--- config.mk ---
export PLATFORM = sky130hd
export DESIGN_NAME = stimulus_sequencer
export DESIGN_NICKNAME = d
export VERILOG_FILES = /design/src/rtl/stimulus_sequencer.sv
export SDC_FILE = /design/constraint.sdc
export NUM_CORES = 2
export LEC_CHECK = 0
export CAP_MARGIN = 20
export CORE_UTILIZATION = 34
export CTS_CLUSTER_SIZE = 20
export DETAILED_ROUTE_END_ITERATION = 8
export RECOVER_POWER = 25
export SLEW_MARGIN = 10
export SYNTH_ARGS = -nofsm -noshare
export SYNTH_HDL_FRONTEND = slang
export SYNTH_SLANG_ARGS = --single-unit
--- constraint.sdc ---
create_clock -name clk -period 13.1 [get_ports clk]
set_input_delay 3.93 -clock clk [delete_from_list [all_inputs] [get_ports clk]]
set_output_delay 3.93 -clock clk [all_outputs]
set_load 0.05 [all_outputs]
--- src/rtl/stimulus_sequencer.sv ---
// Replays a loaded table of timestamped events onto a monitor's input/new_input pairs.
// Each entry waits `delta` enabled cycles, then issues a one-cycle strobe on its masked channels.
module stimulus_sequencer #(
  parameter int unsigned NUM_INPUTS  = 1,
  parameter int unsigned DATA_WIDTH  = 64,
  parameter int unsigned DEPTH       = 16,
  parameter int unsigned DELTA_WIDTH = 32
) (
  input  logic                             clk,
  input  logic                             rst,
  input  logic                             en,
  input  logic                             load_we,
  input  logic [$clog2(DEPTH)-1:0]         load_addr,
  input  logic [DELTA_WIDTH-1:0]           load_delta,
  input  logic [NUM_INPUTS-1:0]            load_mask,
  input  logic [NUM_INPUTS*DATA_WIDTH-1:0] load_data,
  input  logic [$clog2(DEPTH):0]           num_events,
  input  logic                             start,
  input  logic                             loop,
  input  logic                             abort,
  output logic [NUM_INPUTS*DATA_WIDTH-1:0] input_data,
  output logic [NUM_INPUTS-1:0]            new_input,
  output logic                             busy,
  output logic                             done,
  output logic [$clog2(DEPTH)-1:0]         event_idx
);

  localparam int unsigned IdxW  = $clog2(DEPTH);
  localparam int unsigned NumW  = IdxW + 1;
  localparam int unsigned DataW = NUM_INPUTS * DATA_WIDTH;

  typedef enum logic [1:0] {StIdle, StWait, StIssue, StDone} state_e;

  state_e                 state_q, state_d;
  logic [DELTA_WIDTH-1:0] cnt_q, cnt_d;
  logic [IdxW-1:0]        idx_q, idx_d, idx_inc;
  logic [NumW-1:0]        num_q, num_d;
  logic                   loop_q, loop_d;
  logic [DataW-1:0]       data_q, data_d;
  logic [NUM_INPUTS-1:0]  new_q, new_d;
  logic                   busy_q, busy_d;
  logic                   done_q, done_d;
  logic                   mem_we, num_ok, is_last;

  logic [DELTA_WIDTH-1:0] delta_mem [DEPTH];
  logic [NUM_INPUTS-1:0]  mask_mem  [DEPTH];
  logic [DataW-1:0]       data_mem  [DEPTH];

  assign idx_inc = idx_q + IdxW'(1);
  assign num_ok  = (num_events != '0) && (num_events <= NumW'(DEPTH));
  assign is_last = ((NumW'(idx_q) + NumW'(1)) == num_q);

  always_comb begin
    state_d = state_q;
    cnt_d   = cnt_q;
    idx_d   = idx_q;
    num_d   = num_q;
    loop_d  = loop_q;
    data_d  = data_q;
    new_d   = new_q;
    busy_d  = busy_q;
    done_d  = done_q;
    mem_we  = 1'b0;
    if (en) begin
      // Strobes, data and done are all single enabled-cycle pulses.
      new_d  = '0;
      data_d = '0;
      done_d = 1'b0;
      if (abort) begin
        state_d = StIdle;
        busy_d  = 1'b0;
        idx_d   = '0;
        cnt_d   = '0;
      end else begin
        unique case (state_q)
          StIdle: begin
            mem_we = load_we;
            if (start && num_ok) begin
              num_d   = num_events;
              loop_d  = loop;
              idx_d   = '0;
              cnt_d   = delta_mem[0];
              busy_d  = 1'b1;
              state_d = StWait;
            end
          end
          StWait: begin
            if (cnt_q != '0) begin
              cnt_d = cnt_q - DELTA_WIDTH'(1);
            end else begin
              state_d = StIssue;
              new_d   = mask_mem[idx_q];
              for (int i = 0; i < int'(NUM_INPUTS); i++) begin
                data_d[i*DATA_WIDTH +: DATA_WIDTH] = mask_mem[idx_q][i] ?
                    data_mem[idx_q][i*DATA_WIDTH +: DATA_WIDTH] : '0;
              end
            end
          end
          StIssue: begin
            if (is_last && !loop_q) begin
              state_d = StDone;
              busy_d  = 1'b0;
              done_d  = 1'b1;
            end else if (is_last) begin
              idx_d   = '0;
              cnt_d   = delta_mem[0];
              state_d = StWait;
            end else begin
              idx_d   = idx_inc;
              cnt_d   = delta_mem[idx_inc];
              state_d = StWait;
            end
          end
          StDone: state_d = StIdle;
          default: state_d = StIdle;
        endcase
      end
    end
  end

  always_ff @(posedge clk or posedge rst) begin
    if (rst) begin
      state_q <= StIdle;
      cnt_q   <= '0;
      idx_q   <= '0;
      num_q   <= '0;
      loop_q  <= 1'b0;
      data_q  <= '0;
      new_q   <= '0;
      busy_q  <= 1'b0;
      done_q  <= 1'b0;
    end else begin
      state_q <= state_d;
      cnt_q   <= cnt_d;
      idx_q   <= idx_d;
      num_q   <= num_d;
      loop_q  <= loop_d;
      data_q  <= data_d;
      new_q   <= new_d;
      busy_q  <= busy_d;
      done_q  <= done_d;
    end
  end

  // Table is deliberately not reset so a replay survives rst.
  always_ff @(posedge clk) begin
    if (mem_we) begin
      delta_mem[load_addr] <= load_delta;
      mask_mem[load_addr]  <= load_mask;
      data_mem[load_addr]  <= load_data;
    end
  end

  assign input_data = data_q;
  assign new_input  = new_q & {NUM_INPUTS{en}};
  assign busy       = busy_q;
  assign done       = done_q;
  assign event_idx  = idx_q;

endmodule

==> flow_summary.toml <==
[run_status]
outcome = "finished with violations"
violations_in_the_final_reports = "max-capacitance violations, max-slew violations"

[power_and_ir_drop]
power_leakage_uw = 0.02280
power_density_nw_per_um2 = 161.3
total_switching_power_uw = 2821
pint_uw = 9169
power_uw = 11990
seqPwrFrac_pct = 49.9
share_of_total_power_in_the_clock_network_pct = 38.7
net_sw_share_pct = 23.53
worst_ir_drop_vdd_mv = 0.1355
power.combinational.fraction_pct = 11.4

[logic_synthesis]
ys.warnings.count = 0
synthSimpleGateAreaFrac_pct = 1.369
synth_top_flop_cell = "edfxtp_1"
yosysTopAreaCellShare_pct = 72.75
netlist_instances = 2828
synthArstFlopShare_pct = 6.675
fraction_of_the_mapped_netlist_area_in_compound_gates_pct = 2.135
dominant_cell_by_count_in_the_synthesized_netlist = "edfxtp_1"
leading_cell_types_by_count_after_synthesis = "1552 x edfxtp_1, 482 x mux4_2, 141 x inv_1"
postSynthAreaPerCell_um2 = 22.65
synth_adder_area_share_pct = 0.09765
synth.cell_area_um2 = 64060
yosys-top-cells-area = "edfxtp_1 73%, mux4_2 17%, dfrtp_1 4.3%, inv_1 0.83%, o22ai_1 0.63%"
synth_top_area_cell = "edfxtp_1"
synth-xor-area-share_pct = 0.2266
synth_cell_types = 70
synth-seq-cells = 1663
synth_top_family_by_area = "multiplexers"
syn-num-nets = 2946
synth_seq_area_share_pct = 77.08
synth-edff-count = 1552
muxShareOfSynthArea_pct = 17.16

[setup_path]
critPathRequiredTime_ns = 9.17
worst_setup_path_start_kind = "input pin"
worst-endpoint-arrival_ns = 5.44
r2r_setup_slack_ns = 8.84
critPathCaptureType = "output port"
path_class = "input pin to output port"
critPathMaxFanout = 36

[cts]
cts_hold_repair.buffers = 0
postCtsResizedCells = 0
cts_htree_levels = 4
clock-root-buffer = "clkbuf_16"
cts_buffers = 170
sink_count_of_the_clock_tree = 1663
cts_setup_buffers = 0
clkSlewWorstSetupHoldPaths_ns = 0.07
worst_skew_pair.late_latency_ns = 0.80
cts_tree = "done"
max-clock-path-buffers = 3

[global_routing]
grt_antenna_before_repair = 35
track_usage_pct = 15.76
first_global_vias = 31290
grt_start_max_net_pins = 110
grt_remaining_overflow = 0
first_pass_grt_wire_length_um = 220000

[timing]
setup_repair_after_global_routing_missed_its_margin = "false"
tightestPinTransition_ns = 3.373
final-setup-viol-count = 0
hold_viol = 0
final.period_utilization_pct = 71.56
max-slew-margin-rel_pct = -126.1
final_max_slew_viol_count = 57
layout_min_cycle_time_ns = 9.374
skew_ns = 0.03340
fin_tns_setup_ns = 0
maxClockFrequency_mhz = 106.7

[placed_design]
port_buffers = 183
place.gp.congestion = 0.7973
post-dp-hpwl_um = 82160

[floorplanning]
placementRows = 158
start_util_pct = 34.40
die_y_um = 436.1
io-pin-count = 184
die-area_um2 = 190200
core_region_area_um2 = 186200
fp.dieW_um = 436.1

[routing]
totalWireLength_um = 149500
avgRoutedWirePerCell_um = 26.10
route.vias.total = 29660
remaining_drc_errors = 0
ant_nets = 0
drt_iter0_drc = 2456
drt_first_pass_iters = 5
vias_per_cell = 5.180

[cells_and_area]
postLayoutCoreUtil_pct = 39.91
layout-area-overhead-vs-synth_pct = 16.02
final_layout_size_suffix_gt1_share_pct = 25.22
multi_input_comb_area_um2 = 13600
layout.area.seq_um2 = 49400
n_fill_cell = 16390
nNetsFinal = 3213

[worst_hold_path]
path_class_of_the_lowest_slack_min_delay_path = "flop to flop"

[flow_run]
cap_viol_max_count = 1
## flip-flops by register name, indices dropped and copies added (netlist names)
signal and cells:
busy 1, cnt_q 32, data_mem 1024, delta_mem 512
done 1, event_idx 4, input_data 64, loop_q 1
mask_mem 16, new_q 1, num_q 5, state_q 2
## cell usage in the layout (no fill, tap or decap), types with 33 or more instances in the layout
master           synthesis  layout
dfrtp_1                111     107
nor2_1                  54      42
clkbuf_16                0     173
dlygate4sd3_1            0      57
inv_1                  141     140
clkinv_1                 0      33
clkdlybuf4s50_1          0     125
buf_4                    7      56
o22ai_1                 65      65
edfxtp_1              1552    1552
mux4_2                 482     482
clkbuf_1                75      56
## critical path: stages
cell and delay (ns):
buf_4 0.47, and2_1 0.21, clkdlybuf4s50_1 0.80
## metal layers
metal	up-vias	share of wire, %	GRT usage, %
met4	20	2.3	4.273
li1	12480	-	-
met5	-	0.084	0
met3	234	4.7	2.993
met1	16230	42	20.76
met2	692	51	26.64
## cells by family after synthesis
group | count (synthesis)
flops | 1663
mux | 495
buf+inv | 292
compound gates | 194
simple gates | 165
xor+xnor | 14
fa+ha+maj | 5
## through the flow
| stage | instance area (um2) | hold slack (ns) | cells | worst slack [ns] |
|---|---|---|---|---|
| finish | 74330 | 0.4996 | 5725 | 3.726 |
| global route | 74320 | 0.5334 | 5720 | 3.690 |
| CTS | 74290 | 0.5004 | 5718 | 3.706 |
| detailed placement | 69000 | 0.4863 | 5402 | 3.704 |
| global placement | 69000 | 0.4847 | 5401 | 3.679 |
| floorplan | 64060 | 0.4623 | 2828 | 0.9372 |
## layout make-up
type | count | area share (%)
Sequential cell | 1663 | 66.46
Tap cell | 2480 | 4.175
Timing Repair Buffer | 246 | 3.222
Inverter | 141 | 0.7137
Multi-Input combinational cell | 873 | 18.30
Clock buffer | 236 | 6.237
Clock inverter | 80 | 0.8770
Antenna cell | 6 | 0.02020
## power groups by stage
stage	Sequential (uW)	Clock [uW]	Combinational, uW
finish	5990	4640	1370
global route	6000	4930	1480
CTS	5990	4740	1400
detailed placement	6100	0	1390
global placement	6100	0	1380
floorplan	6070	0	999
## path summary, 6_finish.rpt
path,startpoint,endpoint,depth (start not counted)
max in group asynchronous,rst,event_idx[2]$_DFFE_PP0P_,3
max reg2reg,event_idx[0]$_DFFE_PP0P_,cnt_q[20]$_DFFE_PP0P_,6
min reg2reg,cnt_q[23]$_DFFE_PP0P_,cnt_q[23]$_DFFE_PP0P_,2
max,en,new_input,3
min in group asynchronous,rst,input_data[3]$_DFFE_PP0P_,2
min,cnt_q[23]$_DFFE_PP0P_,cnt_q[23]$_DFFE_PP0P_,2
Power figures use the tool's default switching activity.
